===== config.mk =====
export PLATFORM = sky130hd
export DESIGN_NAME = fetch_queue_stage_flat
export DESIGN_NICKNAME = d
export VERILOG_FILES = /design/src/rtl/fetch_queue_stage_if.sv /design/src/rtl/fetch_queue_stage.sv /design/src/flat_wrapper.sv
export SDC_FILE = /design/constraint.sdc
export NUM_CORES = 1
export LEC_CHECK = 0
export ABC_AREA = 1
export CORE_UTILIZATION = 65
export DETAILED_ROUTE_END_ITERATION = 10
export DONT_BUFFER_PORTS = 1
export PLACE_DENSITY = 0.87
export SYNTH_ARGS = -nofsm -noshare
export SYNTH_HDL_FRONTEND = slang
export SYNTH_SLANG_ARGS = --single-unit

===== constraint.sdc =====
create_clock -name clk -period 4.8 [get_ports clk]
set_input_delay 1.44 -clock clk [delete_from_list [all_inputs] [get_ports clk]]
set_output_delay 1.44 -clock clk [all_outputs]
set_load 0.005 [all_outputs]

===== src/rtl/fetch_queue_stage_if.sv =====
// Instruction-memory request/response channel between the fetch stage (master)
// and the instruction memory (slave). Requests are valid/ready; responses return in order.
interface fetch_queue_stage_if #(
  parameter int ADDR_W = 32,
  parameter int DATA_W = 32
) ();
  logic              imem_req_valid;
  logic              imem_req_ready;
  logic [ADDR_W-1:0] imem_req_addr;
  logic              imem_resp_valid;
  logic [DATA_W-1:0] imem_resp_data;

  modport master (
    output imem_req_valid,
    output imem_req_addr,
    input  imem_req_ready,
    input  imem_resp_valid,
    input  imem_resp_data
  );

  modport slave (
    input  imem_req_valid,
    input  imem_req_addr,
    output imem_req_ready,
    output imem_resp_valid,
    output imem_resp_data
  );
endinterface


===== src/rtl/fetch_queue_stage.sv =====
// Decoupled instruction fetch: issues sequential addresses to a variable-latency memory
// and buffers returned instructions in a DEPTH-entry queue presented as {PC+4, instr}.
module fetch_queue_stage #(
  parameter int                 ADDR_W   = 32,
  parameter int                 DATA_W   = 32,
  parameter int                 DEPTH    = 4,
  parameter logic [ADDR_W-1:0]  RESET_PC = '0
) (
  input  logic                         clk,
  input  logic                         rst,
  input  logic                         freeze,
  input  logic                         branchTaken,
  input  logic [ADDR_W-1:0]            branchAddress,
  fetch_queue_stage_if.master          mem,
  output logic                         out_valid,
  output logic [ADDR_W-1:0]            out_pc,
  output logic [DATA_W-1:0]            out_instr,
  output logic [$clog2(DEPTH+1)-1:0]   queue_count
);

  localparam int CNT_W = $clog2(DEPTH + 1);
  localparam int PTR_W = $clog2(DEPTH);

  logic [ADDR_W-1:0] fetch_pc;
  logic [ADDR_W-1:0] resp_pc;
  logic [CNT_W-1:0]  count;
  logic [CNT_W-1:0]  outstanding;
  logic [CNT_W-1:0]  drop_cnt;
  logic [PTR_W-1:0]  wr_ptr;
  logic [PTR_W-1:0]  rd_ptr;
  logic [ADDR_W-1:0] pc_mem    [DEPTH];
  logic [DATA_W-1:0] instr_mem [DEPTH];

  logic [CNT_W:0]    credit_used;
  logic              req_fire;
  logic              resp_take;
  logic              push;
  logic              pop;
  logic [ADDR_W-1:0] resp_pc_next;

  // Credits cover both queued entries and in-flight requests, so a returning
  // response always has a free slot and the queue cannot overflow.
  assign credit_used        = {1'b0, count} + {1'b0, outstanding};
  assign mem.imem_req_valid = rst && !branchTaken && (credit_used < (CNT_W+1)'(DEPTH));
  assign mem.imem_req_addr  = fetch_pc;

  assign req_fire     = mem.imem_req_valid && mem.imem_req_ready;
  assign resp_take    = mem.imem_resp_valid && (outstanding != '0);
  assign push         = resp_take && !branchTaken && (drop_cnt == '0);
  assign pop          = out_valid && !freeze && !branchTaken;
  assign resp_pc_next = resp_pc + ADDR_W'(4);

  assign out_valid   = (count != '0);
  assign out_pc      = pc_mem[rd_ptr];
  assign out_instr   = instr_mem[rd_ptr];
  assign queue_count = count;

  always_ff @(posedge clk or negedge rst) begin
    if (!rst) begin
      fetch_pc    <= RESET_PC;
      resp_pc     <= RESET_PC;
      count       <= '0;
      outstanding <= '0;
      drop_cnt    <= '0;
      wr_ptr      <= '0;
      rd_ptr      <= '0;
      for (int i = 0; i < DEPTH; i++) begin
        pc_mem[i]    <= '0;
        instr_mem[i] <= '0;
      end
    end else begin
      outstanding <= outstanding + CNT_W'(req_fire) - CNT_W'(resp_take);
      if (branchTaken) begin
        // Everything still in flight belongs to the old path and must be discarded.
        fetch_pc <= branchAddress;
        resp_pc  <= branchAddress;
        drop_cnt <= outstanding - CNT_W'(resp_take);
        count    <= '0;
        wr_ptr   <= '0;
        rd_ptr   <= '0;
      end else begin
        if (req_fire) begin
          fetch_pc <= fetch_pc + ADDR_W'(4);
        end
        if (resp_take && (drop_cnt != '0)) begin
          drop_cnt <= drop_cnt - CNT_W'(1);
        end
        if (push) begin
          pc_mem[wr_ptr]    <= resp_pc_next;
          instr_mem[wr_ptr] <= mem.imem_resp_data;
          wr_ptr            <= wr_ptr + PTR_W'(1);
          resp_pc           <= resp_pc_next;
        end
        if (pop) begin
          rd_ptr <= rd_ptr + PTR_W'(1);
        end
        count <= count + CNT_W'(push) - CNT_W'(pop);
      end
    end
  end

endmodule


===== src/flat_wrapper.sv =====
// flat-port wrapper written by rule: the top's interface ports become plain ports
module fetch_queue_stage_flat 
#(
  parameter int                 ADDR_W   = 32,
  parameter int                 DATA_W   = 32,
  parameter int                 DEPTH    = 4,
  parameter logic [ADDR_W-1:0]  RESET_PC = '0
)
  (clk, rst, freeze, branchTaken, branchAddress, out_valid, out_pc, out_instr, queue_count, mem_imem_req_valid, mem_imem_req_addr, mem_imem_req_ready, mem_imem_resp_valid, mem_imem_resp_data);
  fetch_queue_stage_if #(.ADDR_W(ADDR_W), .DATA_W(DATA_W)) mem_i ();
  input  logic clk;
  input  logic rst;
  input  logic freeze;
  input  logic branchTaken;
  input  logic [ADDR_W-1:0] branchAddress;
  output logic out_valid;
  output logic [ADDR_W-1:0] out_pc;
  output logic [DATA_W-1:0] out_instr;
  output logic [$clog2(DEPTH+1)-1:0] queue_count;
  output wire logic [$bits(mem_i.imem_req_valid)-1:0] mem_imem_req_valid;
  output wire logic [$bits(mem_i.imem_req_addr)-1:0] mem_imem_req_addr;
  input wire logic [$bits(mem_i.imem_req_ready)-1:0] mem_imem_req_ready;
  input wire logic [$bits(mem_i.imem_resp_valid)-1:0] mem_imem_resp_valid;
  input wire logic [$bits(mem_i.imem_resp_data)-1:0] mem_imem_resp_data;
  assign mem_imem_req_valid = mem_i.imem_req_valid;
  assign mem_imem_req_addr = mem_i.imem_req_addr;
  assign mem_i.imem_req_ready = mem_imem_req_ready;
  assign mem_i.imem_resp_valid = mem_imem_resp_valid;
  assign mem_i.imem_resp_data = mem_imem_resp_data;
  fetch_queue_stage #(.ADDR_W(ADDR_W), .DATA_W(DATA_W), .DEPTH(DEPTH), .RESET_PC(RESET_PC)) u_core (.clk(clk), .rst(rst), .freeze(freeze), .branchTaken(branchTaken), .branchAddress(branchAddress), .mem(mem_i), .out_valid(out_valid), .out_pc(out_pc), .out_instr(out_instr), .queue_count(queue_count));
endmodule

# [Word-level counts from Yosys, hierarchy flattened]
# Cells that the tools add are included.
[classes] order_cmp=4 addsub=11 bitwise_logic=3 reduce_logical=21 mux=21
[ops] cell="$mux 32" n=9
[ops] cell="$bwmux 128" n=2
[ops] cell="$bmux 32 s2" n=2
[ops] cell="$add 32x3->32 const B" n=2
[ops] cell="$demux 32 s2" n=1
[ops] cell="$logic_and 1x1->1" n=10
[ops] cell="$mux 3" n=3
[ops] cell="$reduce_bool 3->1" n=3
[ops] cell="$sub 3x1->3" n=3
[ops] cell="$mux 2" n=4
[ops] cell="$reduce_bool 2->1" n=4
[ops] cell="$add 3x1->3" n=2
[ops] cell="$ge 3x3->1 const B" n=2
[ops] cell="$not 2->3" n=2
[ops] cell="$add 2x1->2 const B" n=2
[ops] cell="$add 3x3->4" n=1
[ops] cell="$lt 4x3->1 const B" n=1
[ops] cell="$logic_not 3->1" n=1
[ops] cell="$lt 3x1->1 const B" n=1
[ops] cell="$sub 3x1->3 const B" n=1
[ops] cell="$logic_not 1->1" n=2
[ops] cell="$reduce_and 2->1" n=1
[ops] cell="$not 1->1" n=1
[word_totals] in_bits=70 reg_bits=333 wordCells=75

# [Depth between registers and ports, before layout]
[depth] ltp_word=7 mapped_depth=12

# [Least setup slack after synthesis]
# OpenSTA, ideal clock, no wires.
[synth_timing] path_type="input-to-reg" startpoint="input port branchTaken" endpoint="register u_core.outstanding[2]" setup_slack_ns=1.437 cell_stages=12 arrival_ns=3.234 path_buffers=2 cell_sequence="buf_2 -> nor2_1 -> nand2_1 -> nor2_1 -> nand2_1 -> inv_1 -> buf_2 -> ha_1 -> inv_1 -> fa_1 -> xnor2_1 -> xor2_1"
[synth_between] elab_chain_cells=6
[synth_rtl] item="start, declared" line_no="flat_wrapper.sv:14" source="input logic branchTaken;"
[synth_rtl] item="$logic_not 1->1" line_no="fetch_queue_stage.sv:44" source="assign mem.imem_req_valid = rst && !branchTaken && (credit_used < (CNT_W+1)'(DEPTH));"
[synth_rtl] item="$logic_and 1x1->1 (2 in series)" line_no="fetch_queue_stage.sv:44"
[synth_rtl] item="via mem_imem_req_valid" line_no="flat_wrapper.sv:20" source="output wire logic [$bits(mem_i.imem_req_valid)-1:0] mem_imem_req_valid;"
[synth_rtl] item="$logic_and 1x1->1" line_no="fetch_queue_stage.sv:47" source="assign req_fire = mem.imem_req_valid && mem.imem_req_ready;"
[synth_rtl] item="$add 3x1->3" line_no="fetch_queue_stage.sv:72" source="outstanding <= outstanding + CNT_W'(req_fire) - CNT_W'(resp_take);"
[synth_rtl] item="$sub 3x1->3" line_no="fetch_queue_stage.sv:72"
[synth_rtl] item="end signal, assigned" line_no="fetch_queue_stage.sv:72"
[synth_rtl] item="end, declared" line_no="fetch_queue_stage.sv:27" source="logic [CNT_W-1:0] outstanding;"
# The timed path passes the listed nets, and every way through them passes these cells.
# A chain may end at the register's enable or synchronous reset.

# [Worst setup path after layout]
[layout_timing] startpoint="register u_core.rd_ptr[1]" endpoint="output port out_pc[12]"
[layout_between] elab_chain_cells=4
[layout_rtl] item="start, declared" line_no="fetch_queue_stage.sv:30" source="logic [PTR_W-1:0] rd_ptr;"
[layout_rtl] item="start signal, assigned" line_no="fetch_queue_stage.sv:95" source="rd_ptr <= rd_ptr + PTR_W'(1);"
[layout_rtl] item="$not 2->3 (implied by the code)" line_no="fetch_queue_stage.sv:54" source="assign out_pc = pc_mem[rd_ptr];"
[layout_rtl] item="$bmux 32 s2" line_no="fetch_queue_stage.sv:54"
[layout_rtl] item="$mux 32 (implied by the code) (2 in series)" line_no="fetch_queue_stage.sv:54"
[layout_rtl] item="end, declared" line_no="flat_wrapper.sv:17" source="output logic [ADDR_W-1:0] out_pc;"
# Every way passes these cells. The select of a mux whose other input is x is not followed.

==> impl_results.html <==
<table>
<tr><th>Metric</th><th>Value</th></tr>
<tr><th colspan="2">Logic synthesis</th></tr>
<tr><td>Top cells by area, synth</td><td>dfrtp_1, nand2_1, o21ai_0</td></tr>
<tr><td>Post-Syn Nets</td><td>2311</td></tr>
<tr><td>Mapped Area</td><td>16500 sq um</td></tr>
<tr><td>Number of distinct library cells after synthesis</td><td>36</td></tr>
<tr><td>Library cell with the largest summed area after synthesis</td><td>dfrtp_1</td></tr>
<tr><td>Cells after Synth</td><td>2223</td></tr>
<tr><td>Mean area per synthesized cell</td><td>7.41 sq um</td></tr>
<tr><td>Portion of synthesized cell area occupied by the leading cell type</td><td>0.506</td></tr>
<tr><td>Yosys warnings</td><td>0</td></tr>
<tr><td>Sequential-to-total area share from yosys stat</td><td>0.506</td></tr>
<tr><td>Total of flip-flops plus latches after synthesis</td><td>333</td></tr>
<tr><th colspan="2">Floorplanning</th></tr>
<tr><td>Initial Utilization</td><td>0.670</td></tr>
<tr><td>Row count</td><td>57</td></tr>
<tr><td>Die area</td><td>26000 sq um</td></tr>
<tr><td>Floorplan core area</td><td>24600 sq um</td></tr>
<tr><td>Die H</td><td>161 um</td></tr>
<tr><td>Boundary Pins</td><td>171</td></tr>
<tr><td>Die span in x</td><td>161 um</td></tr>
<tr><th colspan="2">Critical path</th></tr>
<tr><td>Crit Path Class</td><td>register to primary output</td></tr>
<tr><td>Endpoint class of the critical path</td><td>primary output</td></tr>
<tr><td>CP Data Required Time</td><td>3.36 ns</td></tr>
<tr><td>Startpoint type of the worst setup path</td><td>register</td></tr>
<tr><td>Highest net fanout along the worst path</td><td>43</td></tr>
<tr><td>Data arrival time of the critical path</td><td>2.40 ns</td></tr>
<tr><th colspan="2">Clock network</th></tr>
<tr><td>Buffer levels on the longest clock path</td><td>3</td></tr>
<tr><td>Maximum level of the CTS H-tree</td><td>2</td></tr>
<tr><td>TritonCTS clock tree</td><td>built</td></tr>
<tr><td>TritonCTS buffer count</td><td>36</td></tr>
<tr><td>Post-cts resize count</td><td>0</td></tr>
<tr><td>Clock slew at the register clock pins of the worst setup and hold paths</td><td>0.06 ns</td></tr>
<tr><td>Number of sinks handled by clock tree synthesis</td><td>333</td></tr>
<tr><td>Number of hold buffers added after cts</td><td>0</td></tr>
<tr><td>Cell at the root of the clock tree</td><td>clkbuf_16</td></tr>
<tr><td>Clk_lat worst skew</td><td>0.53 ns</td></tr>
<tr><td>Post-CTS Repair Setup Buffers</td><td>0</td></tr>
<tr><th colspan="2">Power</th></tr>
<tr><td>Clock network fraction of design power</td><td>0.304</td></tr>
<tr><td>Internal Pwr Total</td><td>0.00595 W</td></tr>
<tr><td>Sw Pwr</td><td>0.00331 W</td></tr>
<tr><td>Comb pwr share</td><td>0.266</td></tr>
<tr><td>Proportion of total power due to net switching</td><td>0.358</td></tr>
<tr><td>VDD IR max</td><td>0.377 mV</td></tr>
<tr><td>Leak Pwr</td><td>9.51 nW</td></tr>
<tr><td>Fraction of power consumed by sequential logic</td><td>0.430</td></tr>
<tr><td>Cell Pwr Density</td><td>521 nW/um^2</td></tr>
<tr><th colspan="2">Detailed routing</th></tr>
<tr><td>Routed wire length</td><td>45700 um</td></tr>
<tr><td>Via count</td><td>14900</td></tr>
<tr><td>DRC violation count after routing</td><td>0</td></tr>
<tr><td>Drt first pass iters</td><td>6</td></tr>
<tr><td>Post-DR vias/cell</td><td>5.93</td></tr>
<tr><td>Drt wl/cell</td><td>18.2 um</td></tr>
<tr><td>DR WL met2</td><td>22000 um</td></tr>
<tr><td>Violation count after the first detailed-routing iteration</td><td>1810</td></tr>
<tr><td>Highest metal layer with signal wires</td><td>met4</td></tr>
<tr><td>Total routed wire length on the met1 layer</td><td>18100 um</td></tr>
<tr><td>Antenna viol nets, final</td><td>0</td></tr>
<tr><td>DR WL met3</td><td>4150 um</td></tr>
<tr><th colspan="2">Placed design</th></tr>
<tr><td>Dpl cell area</td><td>16600 sq um</td></tr>
<tr><td>Worst slack after detailed placement</td><td>1.26 ns</td></tr>
<tr><td>Final Wtd Congestion</td><td>0.953</td></tr>
<tr><td>HPWL after detailed placement</td><td>27700 um</td></tr>
<tr><td>Number of port buffers</td><td>0</td></tr>
<tr><th colspan="2">Global routing</th></tr>
<tr><td>Number of global-route vias before repair</td><td>14600</td></tr>
<tr><td>Global routing usage summed across all routing layers</td><td>0.356</td></tr>
<tr><td>Wire length of the first global-routing pass</td><td>74100 um</td></tr>
<tr><td>Overflow left after global routing</td><td>0</td></tr>
<tr><td>Antenna violations before repair</td><td>0</td></tr>
<tr><td>Largest net degree at the start of global routing</td><td>335</td></tr>
<tr><th colspan="2">Layout</th></tr>
<tr><td>Relative area change from synthesis to final layout</td><td>7.84%</td></tr>
<tr><td>Share of layout cells above drive strength 1</td><td>0.0415</td></tr>
<tr><td>Total Nets Final</td><td>2257</td></tr>
<tr><td>Fillers</td><td>1896</td></tr>
<tr><td>Diode count</td><td>0</td></tr>
<tr><td>Final non-filler cell area</td><td>17800 sq um</td></tr>
<tr><th colspan="2">Timing</th></tr>
<tr><td>Minimum clock period</td><td>3.84 ns</td></tr>
<tr><td>RSZ-0062 raised after global routing</td><td>no</td></tr>
<tr><td>Maximum clock rate</td><td>260 MHz</td></tr>
<tr><td>Crit share post-route</td><td>0.800</td></tr>
<tr><td>Slew of the pin with the lowest slew margin</td><td>1.17 ns</td></tr>
<tr><td>Setup violators final</td><td>0</td></tr>
<tr><td>Number of max-slew violations in the final report</td><td>0</td></tr>
<tr><td>Slew Limit Headroom</td><td>0.218</td></tr>
<tr><td>Final hold violation count</td><td>0</td></tr>
<tr><td>Worst Skew</td><td>0.0245 ns</td></tr>
<tr><td>Final-layout setup total negative slack</td><td>0 ns</td></tr>
<tr><td>Final critical-path setup slack</td><td>0.960 ns</td></tr>
<tr><th colspan="2">Run status</th></tr>
<tr><td>Status</td><td>finished clean</td></tr>
<tr><th colspan="2">Hold path</th></tr>
<tr><td>Hold crit path type</td><td>register to register</td></tr>
<tr><th colspan="2">Job</th></tr>
<tr><td>Count of max-cap constraint violations</td><td>0</td></tr>
</table>
## cell type report
cell class / count / area, sq um / area share
flip-flops and latches: 333 / 8340 / 0.469
well taps: 324 / 405 / 0.0228
clock buffers: 53 / 1060 / 0.0595
inverters: 115 / 433 / 0.0244
multi-input cells: 1665 / 7250 / 0.408
repair buffers: 18 / 160 / 0.00901
clock inverters: 8 / 130 / 0.00732
## cell usage after synthesis, drive strengths merged
cell and count:
nand2 1052, dfrtp 333, nor2 207, o21ai 176
inv 114, clkbuf 64, o22ai 64, nand3 61
buf 46, xor2 23, ha 16, nand4 14
o211ai 12, nor3 10, xnor2 8, a21oi 6
nand3b 6, and2 2, fa 2, a21boi 1
clkinv 1, nand2b 1, nor2b 1, nor3b 1
o21bai 1, or2 1
## cell usage in the layout (no fill, tap or decap), drive strengths merged
cell       n
o21bai     1
clkinv     6
or2        1
nand3     61
nor2     207
nor2b      1
o22ai     64
a21boi     1
nor3b      1
and2       2
a21oi      6
buf       18
nand2   1052
xor2      23
nand4     14
nand2b     1
o21ai    176
nand3b     6
dfrtp    333
ha        16
bufinv     3
o211ai    12
inv      114
clkbuf    53
fa         2
nor3      10
xnor2      8
## power groups by stage
| stage | clock network (W) | registers, W | logic (W) |
|---|---|---|---|
| global route | 0.00292 | 0.00404 | 0.00278 |
| detailed placement | 0 | 0.00399 | 0.00241 |
| CTS | 0.00282 | 0.00396 | 0.00245 |
| finish | 0.00282 | 0.00398 | 0.00246 |
| global placement | 0 | 0.00396 | 0.00231 |
| floorplan | 0 | 0.00381 | 0.00188 |
## cells by family after synthesis
family,Yosys count,synth area share
AND/OR/NAND/NOR,1356,0.322
flip-flops,333,0.506
AO/OA/AOI/OAI,260,0.0862
buffers and inverters,225,0.0546
XOR/XNOR,31,0.0165
adder cells (fa/ha/maj),18,0.0146
## worst paths after layout
check / from / endpoint / slack [ns] / depth (start not counted)
setup reg to reg: u_core.queue_count[1] / u_core.mem.imem_req_addr[30] / 2.00 / 9
min in group asynchronous: rst / u_core.instr_mem[25] / 0.62 / 0
max in group asynchronous: rst / u_core.resp_pc[24] / 3.22 / 0
hold / removal: u_core.instr_mem[71] / u_core.instr_mem[71] / 0.47 / 2
hold reg to reg: u_core.instr_mem[71] / u_core.instr_mem[71] / 0.47 / 2
setup / recovery: u_core.rd_ptr[1] / out_pc[12] / 0.96 / 3
## routing by layer
| metal | track usage | vias to the layer above |
|---|---|---|
| met2 | 0.593 | 810 |
| li1 | - | 6861 |
| met4 | 0.146 | 0 |
| met5 | 0 | - |
| met1 | 0.458 | 7127 |
| met3 | 0.0686 | 129 |
## state kept, by name, indices dropped and copies added (netlist names)
signal,count
u_core.drop_cnt,3
u_core.instr_mem,128
u_core.mem.imem_req_addr,32
u_core.outstanding,3
u_core.pc_mem,128
u_core.queue_count,3
u_core.rd_ptr,2
u_core.resp_pc,32
u_core.wr_ptr,2
## worst max-delay path, stage by stage (launching register included)
cell	delay (ns)
dfrtp_2	0.95
buf_4	0.43
o21ai_0	0.19
o22ai_1	0.27
## through the flow
step                hold slack [ns]  power [W]  utilization  cells
finish                        0.473    0.00926        0.722   2516
global route                  0.491    0.00975        0.722   2516
global placement              0.456    0.00627        0.674   2455
floorplan                     0.444    0.00569            -   2223
CTS                           0.475    0.00923        0.722   2516
detailed placement            0.459    0.00640        0.674   2455
Note: power is estimated with default switching activity, not from simulation.
==> RTL change: new RTL, same flow settings <==
`DATA_W` is set to 32 in 3 places; all go to 64.
--- a/src/rtl/fetch_queue_stage_if.sv
+++ b/src/rtl/fetch_queue_stage_if.sv
@@ -4,3 +4,3 @@
   parameter int ADDR_W = 32,
-  parameter int DATA_W = 32
+  parameter int DATA_W = 64
 ) ();
--- a/src/rtl/fetch_queue_stage.sv
+++ b/src/rtl/fetch_queue_stage.sv
@@ -4,3 +4,3 @@
   parameter int                 ADDR_W   = 32,
-  parameter int                 DATA_W   = 32,
+  parameter int                 DATA_W   = 64,
   parameter int                 DEPTH    = 4,
--- a/src/flat_wrapper.sv
+++ b/src/flat_wrapper.sv
@@ -4,3 +4,3 @@
   parameter int                 ADDR_W   = 32,
-  parameter int                 DATA_W   = 32,
+  parameter int                 DATA_W   = 64,
   parameter int                 DEPTH    = 4,
Interface: changed (resized mem_imem_resp_data and out_instr); port bits go from 171 to 235. No check against the original RTL was run, so the function may have changed too.
==> RTL change against the unedited design <==
Total power increased by 34%. Largest cell class unchanged. Final area rose by 34%. Sequential cell count rose by 128. Core utilization decreased by 1.4 points. Count of clock-buffer cells in the layout is 19 higher. Fmax decreased by 13%. Routed wire length up 35%. Clock power increased by 31%. Synthesized area is 34% higher. Worst setup slack got worse by 0.58 ns.
==> RTL change: results (changes against the unedited design) <==
* Final HPWL DP at 36.84 mm (+33%)
* Via count at 19720 (+32%)
* Worst vdd ir at 343.2 uV (-9.1%)
* Switching share of power at 35.27% (-0.49 points)
* Nets at 2939 (+30%)
* Crit path DAT at 2.98 ns (+0.58 ns)
* Fin Hold WS at 0.4731 ns (-0.0002250 ns)
* Crit path from: u_core.rd_ptr[0]
* P_leak at 12.74 nW (+34%)
* Top post-synthesis cells by area: dfrtp_1 52%, nand2_1 23%, o21ai_0 5.7%, nor2_1 4.4%, o22ai_1 2.7%
* Synth unique cells at 35 (-2.8%)
* Grt met1 use at 47.55% (+1.8 points)
* Layout Cells excl Fill at 3304 (+31%)
* Met3 Usage GRT at 6.658% (-0.20 points)
* Met2 usage at 57.41% (-1.9 points)
* Worst-Skew Late Latency at 0.56 ns (+0.03 ns)
* Met2 routed WL at 28.71 mm (+31%)
* Worst R2R End: u_core.outstanding[2]
* WL/cell at 18.67 um (+2.8%)
* Sequential area share after synthesis at 52.10% (+1.5 points)
* Clock power frac at 29.7% (-0.7 points)
* Worst r2r path cells at 11 (+2)
* Vias in the first global route at 19020 (+30%)
* Synth cell count leaders: 1383 x nand2_1, 461 x dfrtp_1, 262 x nor2_1, 251 x o21ai_0, 100 x inv_1
* Wire length on met1 at 24.42 mm (+35%)
* Status: finished clean
* First-pass GRT wire length at 99.81 mm (+35%)
* Cells after DPL at 3218 (+31%)
* Cell Pwr Density at 523.8 nW/um^2 (+0.48%)
* Post-Place Worst Slack at 1.082 ns (-0.1822 ns)
* Syn Inst Count at 2905 (+31%)
* Layout Skew at 0.02014 ns (-0.004399 ns)
* Hold endpoint: u_core.pc_mem[60]
* RD Place Congestion at 0.9389 (-1.4%)
* P_comb at 0.00325 W (+32%)
* Largest regs: u_core.instr_mem x256, u_core.pc_mem x128
* PnR worst setup slack at 0.3754 ns (-0.5845 ns)
## RTL change: cell types whose count changed in the layout (fill, tap and decap cells not counted), sizes merged, moves of 8 or more
cell	change
o21ai	+79
nor3	+8
nand2	+338
inv	-10
clkbuf	+19
nor2	+63
dfrtp	+128
o22ai	+32
## RTL change: layout make-up
class	instances	area, um^2
clock inverters	14	156.4
well taps	448	560.5
inverters	108	412.9
multi-input cells	2178	9423
repair buffers	23	260.3
clock buffers	72	1400
fillers	2571	9778
flip-flops and latches	461	11540
## RTL change: logic make-up after synthesis
kind of cell / Yosys count / share of synthesized area [%]
and+or+nand+nor: 1753 / 30.71
DFF: 461 / 52.10
AOI/OAI and AO/OA: 372 / 9.148
buffers and inverters: 266 / 5.436
xor gates and xnor gates: 35 / 1.520
adders and majority gates: 18 / 1.085
## RTL change: critical path, stage by stage (launching register included)
cell and delay [ns]:
dfrtp_4 0.81, inv_4 0.47, buf_4 0.57, o21ai_0 0.17
o22ai_1 0.32
